===== config.mk =====
export PLATFORM = sky130hd
export DESIGN_NAME = pc_ras_unit
export DESIGN_NICKNAME = d
export VERILOG_FILES = /design/src/rtl/pc_pkg.sv /design/src/rtl/ras_stack.sv /design/src/rtl/pc_ras_unit.sv
export SDC_FILE = /design/constraint.sdc
export NUM_CORES = 1
export LEC_CHECK = 0
export CAP_MARGIN = 40
export CELL_PAD_IN_SITES_DETAIL_PLACEMENT = 1
export CELL_PAD_IN_SITES_GLOBAL_PLACEMENT = 2
export CORE_ASPECT_RATIO = 0.5
export CORE_MARGIN = 3
export CORE_UTILIZATION = 39
export CTS_CLUSTER_SIZE = 12
export DETAILED_ROUTE_END_ITERATION = 10
export PLACE_DENSITY_LB_ADDON = 0.12
export SLEW_MARGIN = 0
export SYNTH_ARGS = -nofsm -noshare
export SYNTH_HDL_FRONTEND = slang
export SYNTH_SLANG_ARGS = --single-unit
export TNS_END_PERCENT = 100

===== constraint.sdc =====
create_clock -name clk -period 4.02 [get_ports clk]
set_input_delay 0.603 -clock clk [delete_from_list [all_inputs] [get_ports clk]]
set_output_delay 0.603 -clock clk [all_outputs]
set_load 0.005 [all_outputs]

===== src/rtl/pc_pkg.sv =====
// Shared definitions for the program-counter / return-address-stack unit.
package pc_pkg;

  // Next-PC selection encodings carried on the sel port.
  typedef enum logic [1:0] {
    PC_SEQ    = 2'b00,
    PC_BRANCH = 2'b01,
    PC_JUMP   = 2'b10,
    PC_RET    = 2'b11
  } pc_sel_e;

  // Low-address-bit mask that must be zero for an aligned instruction fetch.
  function automatic logic [63:0] align_mask(input int instr_bytes);
    return 64'(instr_bytes - 1);
  endfunction

endpackage


===== src/rtl/ras_stack.sv =====
// Circular return-address stack: top pointer plus valid-entry count.
// When full, a push advances the top pointer onto the oldest slot and
// overwrites it; push together with pop replaces the top entry in place.
// A pop on an empty stack is ignored, so push+pop on empty is a plain push.
module ras_stack #(
  parameter int DEPTH = 8,
  parameter int W     = 32
) (
  input  logic                     clk,
  input  logic                     rst_n,
  input  logic                     push,
  input  logic                     pop,
  input  logic [W-1:0]             push_data,
  output logic [W-1:0]             top_data,
  output logic [$clog2(DEPTH):0]   count,
  output logic                     full,
  output logic                     empty
);

  localparam int PTR_W = $clog2(DEPTH);
  localparam int CNT_W = PTR_W + 1;

  logic [W-1:0]     mem [DEPTH];
  logic [PTR_W-1:0] top_q;
  logic [CNT_W-1:0] count_q;
  logic             eff_pop;
  logic [PTR_W-1:0] wr_ptr;

  assign empty    = (count_q == '0);
  assign full     = (count_q == CNT_W'(DEPTH));
  assign eff_pop  = pop & ~empty;
  assign count    = count_q;
  assign top_data = mem[top_q];

  // Write slot: the current top for a replace, the next slot for a push.
  always_comb begin
    wr_ptr = top_q + PTR_W'(1);
    if (eff_pop) begin
      wr_ptr = top_q;
    end
  end

  // Entry storage; contents beyond count are never observed, so no reset.
  always_ff @(posedge clk) begin
    if (push) begin
      mem[wr_ptr] <= push_data;
    end
  end

  // Top pointer and count bookkeeping.
  always_ff @(posedge clk or negedge rst_n) begin
    if (!rst_n) begin
      top_q   <= '1;
      count_q <= '0;
    end else if (push && eff_pop) begin
      top_q   <= top_q;
      count_q <= count_q;
    end else if (push) begin
      top_q <= top_q + PTR_W'(1);
      if (!full) begin
        count_q <= count_q + CNT_W'(1);
      end
    end else if (eff_pop) begin
      top_q   <= top_q - PTR_W'(1);
      count_q <= count_q - CNT_W'(1);
    end
  end

endmodule


===== src/rtl/pc_ras_unit.sv =====
// Program counter with sequential/branch/jump/return selection and a
// return-address stack. State moves only on a rising edge with advance=1;
// the sticky flags can be cleared on any edge, and clearing wins over a set.
module pc_ras_unit
  import pc_pkg::*;
#(
  parameter int              ADDR_W      = 32,
  parameter logic [ADDR_W-1:0] RESET_VEC = 32'h0000_0000,
  parameter int              INSTR_BYTES = 4,
  parameter int              RAS_DEPTH   = 8
) (
  input  logic                         clk,
  input  logic                         rst_n,
  input  logic                         advance,
  input  logic [1:0]                   sel,
  input  logic [ADDR_W-1:0]            target,
  input  logic                         call,
  input  logic                         clear_flags,
  output logic [ADDR_W-1:0]            currentPointer,
  output logic [$clog2(RAS_DEPTH):0]   ras_count,
  output logic                         ras_overflow,
  output logic                         ras_underflow,
  output logic                         misaligned
);

  localparam logic [ADDR_W-1:0] ALIGN_MASK = ADDR_W'(align_mask(INSTR_BYTES));

  pc_sel_e           sel_mode;
  logic [ADDR_W-1:0] pc_q;
  logic [ADDR_W-1:0] seq_pc;
  logic [ADDR_W-1:0] next_pc;
  logic [ADDR_W-1:0] top_data;
  logic              stk_full;
  logic              stk_empty;
  logic              is_ret;
  logic              do_push;
  logic              do_pop;
  logic              set_ovf;
  logic              set_unf;
  logic              set_mis;
  logic              ovf_q;
  logic              unf_q;
  logic              mis_q;

  assign sel_mode = pc_sel_e'(sel);
  assign is_ret   = (sel_mode == PC_RET);
  assign seq_pc   = pc_q + ADDR_W'(INSTR_BYTES);

  // Stack control: a return with a call on a non-empty stack becomes a replace.
  assign do_push = advance & call;
  assign do_pop  = advance & is_ret & ~stk_empty;

  // Next-PC mux; a return on an empty stack falls through to sequential.
  always_comb begin
    next_pc = seq_pc;
    case (sel_mode)
      PC_SEQ:    next_pc = seq_pc;
      PC_BRANCH: next_pc = seq_pc + target;
      PC_JUMP:   next_pc = target;
      PC_RET:    if (!stk_empty) next_pc = top_data;
      default:   next_pc = seq_pc;
    endcase
  end

  assign set_ovf = do_push & stk_full & ~is_ret;
  assign set_unf = advance & is_ret & stk_empty;
  assign set_mis = advance & ((next_pc & ALIGN_MASK) != '0);

  ras_stack #(
    .DEPTH (RAS_DEPTH),
    .W     (ADDR_W)
  ) u_ras_stack (
    .clk       (clk),
    .rst_n     (rst_n),
    .push      (do_push),
    .pop       (do_pop),
    .push_data (seq_pc),
    .top_data  (top_data),
    .count     (ras_count),
    .full      (stk_full),
    .empty     (stk_empty)
  );

  // Program counter register.
  always_ff @(posedge clk or negedge rst_n) begin
    if (!rst_n) begin
      pc_q <= RESET_VEC;
    end else if (advance) begin
      pc_q <= next_pc;
    end
  end

  // Sticky flags; clear_flags has priority and ignores advance.
  always_ff @(posedge clk or negedge rst_n) begin
    if (!rst_n) begin
      ovf_q <= 1'b0;
      unf_q <= 1'b0;
      mis_q <= 1'b0;
    end else if (clear_flags) begin
      ovf_q <= 1'b0;
      unf_q <= 1'b0;
      mis_q <= 1'b0;
    end else begin
      ovf_q <= ovf_q | set_ovf;
      unf_q <= unf_q | set_unf;
      mis_q <= mis_q | set_mis;
    end
  end

  assign currentPointer = pc_q;
  assign ras_overflow   = ovf_q;
  assign ras_underflow  = unf_q;
  assign misaligned     = mis_q;

endmodule

# ---- Word level (Yosys, flattened, before mapping)
# Memories as Yosys holds them, arrays and structs flattened.
# Cells that the tools add are included.
dict set report word_totals {
  n_memories 1
  input_bits 39
  elab_cells 52
  ramBits 256
  ff_bits 42
}
# memory words word_bits rd rd_ports_with_merged_regs wr line_no
set memory_table {}
lappend memory_table {u_ras_stack.mem 8 32 1 0 1 ras_stack.sv:23} ;# logic [W-1:0] mem [DEPTH];
dict set report op_classes {
  bitwise 14
  addsub 6
  eq_ne 5
  n_reduce_logical 7
  muxes 13
}
# operator n
set ops {}
lappend ops {{$pmux W32 S4} 1}
lappend ops {{$add A32 B3 Y32 const B} 1}
lappend ops {{$add A32 B32 Y32} 1}
lappend ops {{$mux W32} 1}
lappend ops {{$reduce_bool A32 Y1} 1}
lappend ops {{$mux W4} 3}
lappend ops {{$mux W3} 3}
lappend ops {{$and A1 B1 Y1} 8}
lappend ops {{$mux W1} 5}
lappend ops {{$add A4 B1 Y4 const B} 1}
lappend ops {{$eq A2 B2 Y1 const B} 2}
lappend ops {{$eq A4 B4 Y1 const B} 1}
lappend ops {{$logic_not A4 Y1} 1}
lappend ops {{$sub A4 B1 Y4 const B} 1}
lappend ops {{$add A3 B1 Y3 const B} 1}
lappend ops {{$not A1 Y1} 3}
lappend ops {{$or A1 B1 Y1} 3}
lappend ops {{$reduce_and A3 Y1} 1}
lappend ops {{$sub A3 B1 Y3 const B} 1}
lappend ops {{$eq A2 B1 Y1 const B} 1}
lappend ops {{$logic_not A2 Y1} 1}
lappend ops {{$ne A2 B2 Y1 const B} 1}
lappend ops {{$reduce_and A2 Y1} 1}
lappend ops {{$reduce_bool A2 Y1} 1}
lappend ops {{$logic_and A1 B1 Y1} 1}

# ---- Depth between registers and ports, before layout
# Gate-level depths: netlist (run 1).
dict set report depth {
  depth_word 7
  ltp_mapped 17
}

# ---- Modules after synthesis
# A second synthesis (run 1) with hierarchy kept.
dict set report hier_totals {
  hier_cells 1237
  hier_area_um2 15454.8
}
# mod instances cells_each area_per_inst_um2 seq_area_each_um2
set by_module_without_submodules {}
lappend by_module_without_submodules {ras_stack 1 504 10256.1 7866.3}
lappend by_module_without_submodules {pc_ras_unit 1 733 5198.7 875.8}

# ---- Worst setup path before layout (run 1)
# OpenSTA, ideal clock, no wires.
dict set report synth_timing {
  path_type {register to register}
  from {reg u_ras_stack.top_q[0]}
  to {mem u_ras_stack.mem[4][0], enable pin}
  setup_slack_ns -0.116
  n_path_buf 3
  path_stages_with_launch 10
  arrival_ns 3.711
  setup_time_ns 0.425
  t_required_ns 3.595
  period_less_slack_ns 4.136
  cell_sequence {dfstp_2 buf_2 buf_2 buf_2 inv_1 ha_1 inv_1 a21oi_1 o2bb2ai_1 nor2b_1}
}
dict set report synth_between {
  elab_chain_cells 2
}
# element line_no
set synth_lines {}
lappend synth_lines {{from (decl)} ras_stack.sv:24} ;# logic [PTR_W-1:0] top_q;
lappend synth_lines {{from (signal assigned)} ras_stack.sv:56} ;# top_q <= top_q;
lappend synth_lines {{from (signal assigned)} ras_stack.sv:59} ;# top_q <= top_q + PTR_W'(1);
lappend synth_lines {{from (signal assigned)} ras_stack.sv:64} ;# top_q <= top_q - PTR_W'(1);
lappend synth_lines {{$add A3 B1 Y3} ras_stack.sv:37} ;# wr_ptr = top_q + PTR_W'(1);
lappend synth_lines {{$mux W3 *} ras_stack.sv:38} ;# if (eff_pop) begin
lappend synth_lines {{to (decl)} ras_stack.sv:23}
# Mark *: on every way between the ends. The rest lies on a longest branch, timed or not.

# ---- Worst setup path after layout (run 1)
dict set report layout_timing {
  from {reg pc_q[2] (netlist: currentPointer[2])}
  to {reg pc_q[31] (netlist: currentPointer[31])}
}
dict set report layout_between {
  elab_chain_cells 3
}
# element line_no
set layout_lines {}
lappend layout_lines {{from (decl)} pc_ras_unit.sv:29} ;# logic [ADDR_W-1:0] pc_q;
lappend layout_lines {{from (signal assigned)} pc_ras_unit.sv:89} ;# pc_q <= next_pc;
lappend layout_lines {{$add A32 B3 Y32} pc_ras_unit.sv:47} ;# assign seq_pc = pc_q + ADDR_W'(INSTR_BYTES);
lappend layout_lines {{named net seq_pc[24]} pc_ras_unit.sv:30} ;# logic [ADDR_W-1:0] seq_pc;
lappend layout_lines {{$add A32 B32 Y32} pc_ras_unit.sv:58} ;# PC_BRANCH: next_pc = seq_pc + target;
lappend layout_lines {{$pmux W32 S4} pc_ras_unit.sv:56} ;# case (sel_mode)
# The timed path passes the listed nets, and every way through them passes these cells.
# A chain may end at the register's enable or synchronous reset.

==> flow_summary_export.csv, run 1 <==
group,metric,value,unit
placement,hpwl,34.9,mm
logic_synthesis,synth_cell_types,75,
power,finalPower,13.6,mW
power,power.leakage,6.52,nW
detailed_routing,antenna_left,0,
detailed_routing,num_vias,10500,
critical_path,critPathCaptureType,"flip-flop",
critical_path,slowest_delay,560,ps
placement,io_buffers,77,
finish,areaGrowthSynthToFinish,22.9,%
timing,setup_viol,0,
finish,nets,1339,
run,cap_violations,0,
detailed_routing,wirelength,49.4,mm
critical_path,crit_fanout,7,
logic_synthesis,yosysSeqAreaShare,58.9,%
logic_synthesis,async_flop_share,14.1,%
clocking,clk_path_buf_depth,3,
timing,min_period,3930,ps
floorplanning,die_h,144,um
timing,hold_viol,0,
logic_synthesis,syn-num-nets,1160,
logic_synthesis,ys_ff_latch,298,
critical_path,startpoint_type,"flip-flop",
grt,grt-ovfl-total,0,
placement,post_dp_cell_area,0.0171,sq mm
detailed_routing,wire_per_inst,27.9,um
timing,skew,18.6,ps
detailed_routing,dr.pass1.iters,7,
timing,timing.final.ws_setup,85.1,ps
critical_path,path_cells,"ha_2 > nand2_2 > or4_4 > nor3b_4 > buf_12 > nand4_1 > xnor2_2 > ha_4 > a21o_1 > a21oi_1 > nor2b_1 > o2111ai_2 > nand3_2 > xnor2_4 > o311ai_1 > o211a_1",
timing,slew_headroom,42.9,%
finish,seq_area,0.00875,sq mm
logic_synthesis,synthesis.area,0.0148,sq mm
critical_path,path_class,"flip-flop to flip-flop",
grt,antenna_found_initial,1,
finish,multi_input_area,0.00607,sq mm
clocking,cts-buffers-inserted,30,
floorplanning,rows,49,
hold_path,hold_path.class,"input port to asynchronous set/reset pin",
logic_synthesis,synth_edf_count,256,
logic_synthesis,yosys.area.top_type,"edfxtp_1",
grt,first_global_vias,10600,
detailed_routing,drt_iter0_markers,952,
detailed_routing,drc_errors,0,
clocking,cts-root-buf,"clkbuf_16",
placement,place_congestion,0.908,
power,pwr_density_cell,748,mW/mm^2
clocking,clkLatencyLatePin,600,ps
logic_synthesis,avgSynthCellArea,13.7,sq um
logic_synthesis,synthFlopType,"edfxtp_1",
timing,finalMaxSlewViolations,0,
clocking,tritoncts,"yes",
grt,grt_max_degree,76,
logic_synthesis,netlist.area_leader.share,51.8,%
grt,grt_usage,24.5,%
clocking,clk_pin_slew,70,ps
logic_synthesis,synth_cells,1081,
finish,fillerInstances,3659,
timing,fin_tns_setup,0,ps
logic_synthesis,yosys-top-cells-area,"edfxtp_1 (52%), mux4_2 (10%), dfrtp_1 (6.6%), ha_1 (3.2%), o21ai_0 (2.1%)",
clocking,htree_num_levels,1,
clocking,cts_sinks,298,
timing,worst_pin_slew,857,ps
critical_path,critical_path_arrival,4460,ps
critical_path,cpMaxStageDelayCell,"or4_4",
timing,min_period_over_period,97.9,%
floorplanning,coreArea,0.0367,sq mm
finish,instances_no_fill,1769,
floorplanning,io_pins,78,
finish,final_cell_mix,"edfxtp_1 (256), buf_4 (118), nand2_1 (80)",
floorplanning,dieArea,0.0406,sq mm
logic_synthesis,ys_warn_count,0,
finish,finalCoreUtilization,49.7,%
timing,max_freq,254,MHz
detailed_routing,vias_per_cell,5.92,
placement,placed_cells,1708,
finish,drive_above_1_share,23.5,%
floorplanning,start_util,40.4,%
run_status,status,"completed",
grt,grt_pass1_wl,71.8,mm
power,ir_drop,0.332,mV
placement,dp_slack,-102,ps
floorplanning,die_w,282,um
finish,final_area,0.0182,sq mm
finish,layout_commonest_cell,"edfxtp_1",
critical_path,worstPathRequired,4550,ps
timing,hold_slack,433,ps
## Yosys cell counts (all sizes together) (6+ instances only)
cell type	number
nand3	28
o22ai	14
a21o	23
a211oi	7
nor2	72
nor2b	17
buf	17
inv	19
mux2i	22
nand2	83
ha	38
edfxtp	256
xnor2	35
dfrtp	39
xor2	24
a21oi	56
a222oi	6
o21ai	64
a31oi	10
nand2b	6
clkbuf	38
o21a	7
o211ai	13
and3	10
nand4	8
mux4	67
mux2	7
## power by group
group / internal [mW] / total, mW / switching [mW]
Combinational: 2.67 / 6.32 / 3.65
Sequential: 4.17 / 4.53 / 0.353
Clock: 1.57 / 2.80 / 1.23
Total: 8.41 / 13.6 / 5.23
## cell families (layout without fill, tap and decap cells)
family | Yosys count | count (layout) | synth area share [%]
multiplexers | 96 | 96 | 12.2
AND/OR/NAND/NOR | 261 | 261 | 8.74
AO/OA/AOI/OAI | 252 | 252 | 11.1
buffers and inverters | 75 | 278 | 2.08
XOR/XNOR | 59 | 59 | 3.53
other | 0 | 1 | 0
flip-flops | 298 | 298 | 58.9
adder cells (fa/ha/maj) | 40 | 40 | 3.47
## layer usage
layer	global-route usage [%]	part of all wire [%]	vias to the layer above
met2	33.4	40	332
met5	0	0	-
met1	39.7	51	5485
met3	5.81	7.7	58
li1	-	-	4593
met4	3.82	1.4	0
## cell type report
class	instances	share of cell area [%]
sequential	298	48.0
inverter	19	0.391
clock inverter	6	0.597
multi-input combinational	708	33.3
antenna	1	0.0137
timing repair buffer	203	9.79
clock buffer	50	4.64
tap	484	3.32
## what timing repair did
item | in CTS | in global routing
gates cloned | 0 | 0
hold endpoints to repair | 4 | 0
gates resized for setup | 2 | 34
endpoints found under the setup margin | 3 | 12
hold buffers | 1 | 0
pin swaps | 1 | 9
buffers inserted | 0 | 3
## final timing paths
check,from,end,slack [ps],cells after the start
hold / removal,rst_n,u_ras_stack.count[1],430,2
hold reg to reg,ras_underflow,ras_underflow,510,2
max in group asynchronous,rst_n,currentPointer[4],2810,4
setup reg to reg,currentPointer[2],currentPointer[31],90,16
setup / recovery,currentPointer[2],currentPointer[31],90,16
min in group clk,advance,u_ras_stack.top_q[2],430,3
## critical path, delay by kind of cell (launching register included)
| family | cells | cell delay, ps |
|---|---|---|
| AO/OA/AOI/OAI | 5 | 1020 |
| XOR/XNOR | 2 | 470 |
| adder cells (fa/ha/maj) | 2 | 480 |
| buffers and inverters | 1 | 160 |
| flip-flops | 1 | 400 |
| AND/OR/NAND/NOR | 6 | 1350 |
## registers in the layout, summed over array words and instances (netlist names)
signal             cells
u_ras_stack.count      4
ras_overflow           1
ras_underflow          1
currentPointer        32
u_ras_stack.top_q      3
u_ras_stack.mem      256
misaligned             1
No activity file was read; power rests on OpenSTA's default activity.
==> run 2: changes to the inputs <==
--- a/config.mk
+++ b/config.mk
@@ -10,12 +10,13 @@
 export CELL_PAD_IN_SITES_GLOBAL_PLACEMENT = 2
 export CORE_ASPECT_RATIO = 0.5
 export CORE_MARGIN = 3
-export CORE_UTILIZATION = 39
+export CORE_UTILIZATION = 38
 export CTS_CLUSTER_SIZE = 12
 export DETAILED_ROUTE_END_ITERATION = 10
 export PLACE_DENSITY_LB_ADDON = 0.12
 export SLEW_MARGIN = 0
 export SYNTH_ARGS = -nofsm -noshare
 export SYNTH_HDL_FRONTEND = slang
+export SYNTH_HIERARCHICAL = 1
 export SYNTH_SLANG_ARGS = --single-unit
 export TNS_END_PERCENT = 100
==> flow_summary_export.csv, run 2 <==
group,metric,value,unit
run_status,status,"completed",
grt,grt_pass1_wl,78.4,mm
timing,min_period,3840,ps
grt,grt-ovfl-total,0,
timing,hold_viol,0,
finish,drive_above_1_share,19.4,%
critical_path,worst-path-buf-inv,2,
floorplanning,die_w,291,um
grt,first_global_vias,11600,
logic_synthesis,synth_edf_count,256,
critical_path,critPathCaptureType,"flip-flop",
clocking,htree_num_levels,1,
floorplanning,io_pins,78,
critical_path,worstPathRequired,4540,ps
power,finalPower,13.8,mW
finish,layout_commonest_cell,"edfxtp_1",
power,pwr-share-seq,33.6,%
power,p_int,8.31,mW
detailed_routing,drc_errors,0,
detailed_routing,wire_per_inst,27.4,um
clocking,clk_pin_slew,70,ps
placement,io_buffers,77,
timing,finalMaxSlewViolations,0,
floorplanning,start_util,39.1,%
critical_path,cpMaxStageDelayCell,"or4b_2",
power,pwr_density_cell,745,mW/mm^2
finish,largest_register_ffs,256,
clocking,cts-buffers-inserted,30,
floorplanning,rows,51,
hold_path,hold_path.class,"input port to asynchronous set/reset pin",
detailed_routing,wl_met2,21.7,mm
logic_synthesis,synthFlopType,"edfxtp_1",
power,swShare,39.9,%
logic_synthesis,yosys.area.top_type,"edfxtp_1",
floorplanning,die_h,149,um
logic_synthesis,syn-num-nets,1320,
logic_synthesis,yosys-top-cells-area,"edfxtp_1 (50%), mux4_2 (9.6%), dfrtp_1 (6.3%), nand2_1 (4.1%), ha_1 (3.4%)",
detailed_routing,vias_per_cell,5.88,
clocking,clk_path_buf_depth,3,
logic_synthesis,avgSynthCellArea,12.5,sq um
logic_synthesis,synth_cell_types,85,
clocking,cts-root-buf,"clkbuf_16",
timing,rsz0062_at_grt,"false",
critical_path,slowest_delay,630,ps
logic_synthesis,ys_ff_latch,298,
grt,antenna_found_initial,0,
floorplanning,coreArea,0.0395,sq mm
critical_path,crit_family,"simple AND/OR/NAND/NOR gates",
timing,max_freq,260,MHz
placement,placed_cells,1877,
finish,final_cell_mix,"edfxtp_1 (256), nand2_1 (170), buf_4 (103)",
clocking,cts_sinks,298,
floorplanning,dieArea,0.0433,sq mm
clocking,clkLatencyLatePin,580,ps
logic_synthesis,synth_most_common_cell,"edfxtp_1",
timing,timing.final.ws_setup,175,ps
detailed_routing,drt_iter0_markers,927,
timing,min_period_over_period,95.6,%
detailed_routing,wirelength,53.2,mm
critical_path,path_cells,"ha_1 > buf_4 > xor2_1 > ha_1 > and3_1 > a211o_1 > o211ai_1 > buf_4 > o22a_1 > a21boi_0 > or4b_2 > nand3_1",
logic_synthesis,synthesis.area,0.0155,sq mm
critical_path,startpoint_type,"flip-flop",
finish,nets,1468,
finish,top_register,"u_ras_stack/mem",
clocking,tritoncts,"yes",
timing,skew,13.5,ps
detailed_routing,routed.top_layer,"met4",
critical_path,crit_fanout,7,
finish,areaGrowthSynthToFinish,20.1,%
logic_synthesis,synth_commonest_cells,"edfxtp_1 (256), nand2_1 (170), nor2_1 (92), mux4_2 (66), o21ai_0 (66)",
detailed_routing,num_vias,11400,
detailed_routing,dr.pass1.iters,5,
placement,dp_slack,87.9,ps
timing,slew_headroom,39.8,%
power,ir_drop,0.377,mV
logic_synthesis,synth_cells,1237,
detailed_routing,antenna_left,0,
detailed_routing,dr_wl_met3,4.84,mm
logic_synthesis,async_flop_share,14.1,%
timing,worst_pin_slew,896,ps
run,cap_violations,0,
logic_synthesis,netlist.area_leader.share,49.7,%
power,power.leakage,6.62,nW
placement,hpwl,37.6,mm
power,power_frac_comb,47.0,%
finish,instances_no_fill,1940,
power,power_frac_clock,19.4,%
critical_path,path_class,"flip-flop to flip-flop",
grt,grt_max_degree,57,
power,p_sw,5.52,mW
timing,setup_viol,0,
placement,place_congestion,0.904,
critical_path,critical_path_arrival,4370,ps
grt,grt_usage,24.5,%
logic_synthesis,ys_warn_count,6,
detailed_routing,wl_met1,25.8,mm
logic_synthesis,yosysSeqAreaShare,56.6,%
-- run 2: kinds of logic (layout without fill, tap and decap cells) --
kind of cell               count (synthesis)  count (layout)  share of synthesized area (%)
AOI/OAI and AO/OA                        272             272                           11.5
DFF                                      298             298                           56.6
xor gates and xnor gates                  54              54                           3.21
buffers and inverters                    100             272                           2.89
and+or+nand+nor                          389             389                           11.6
adders and majority gates                 44              44                           3.66
muxes                                     80              80                           10.6
other                                      0               1                              0
-- run 2: final cells by class --
cell class	count	area (sq um)
fill	4108	20900
sequential	298	8750
multi-input combinational	839	6440
timing repair buffer	190	1700
clock buffer	49	822
tap	530	663
inverter	26	100
clock inverter	7	88.8
antenna	1	2.50
-- run 2: timing repair --
action | CTS | global route
setup endpoints to repair | 0 | 10
hold buffers | 1 | 0
buffers inserted | 0 | 3
endpoints found under the hold margin | 7 | 0
resized for setup | 0 | 14
-- run 2: final timing paths --
| path | startpoint | end | slack [ps] | cells after the start |
|---|---|---|---|---|
| max in group asynchronous | rst_n | currentPointer[21] | 2620 | 3 |
| hold / removal | rst_n | u_ras_stack/count[0] | 500 | 2 |
| setup reg to reg | currentPointer[3] | currentPointer[30] | 180 | 12 |
| min in group clk | u_ras_stack/top_q[1] | u_ras_stack/top_q[1] | 550 | 2 |
| setup / recovery | currentPointer[3] | currentPointer[30] | 180 | 12 |
| hold reg to reg | u_ras_stack/top_q[1] | u_ras_stack/top_q[1] | 550 | 2 |
-- run 2: per-layer routing --
layer  global-route usage, %  vias to the layer above
met5                       0                        -
met4                    3.80                        0
met3                    7.10                       55
met2                    34.5                      430
met1                    37.7                     5867
li1                        -                     5049
-- run 2: metrics by stage --
stage                     instance area (sq um)  hold WS (ps)  TNS (ps)  util, %
after floorplan                           15500           307    -27810        -
final                                     18600           503         0     47.0
after global routing                      18600           501         0     47.0
after detailed placement                  17500           539         0     44.4
after global placement                    17500           532         0     44.4
after CTS                                 18400           495         0     46.7
-- run 2: power groups by stage --
stage                     Sequential, mW  Combinational [mW]  Clock (mW)
after floorplan                     4.51                3.77           0
after global placement              4.67                6.25           0
after detailed placement            4.70                6.36           0
after CTS                           4.64                6.39        2.75
after global routing                4.70                7.03        2.87
final                               4.64                6.51        2.68
-- run 2: worst reg2reg max path, stage by stage, from the launching register on --
cell and delay (ps):
dfrtp_1 460, ha_1 230, buf_4 170, xor2_1 410
ha_1 430, and3_1 240, a211o_1 370, o211ai_1 180
buf_4 150, o22a_1 230, a21boi_0 190, or4b_2 640
nand3_1 100
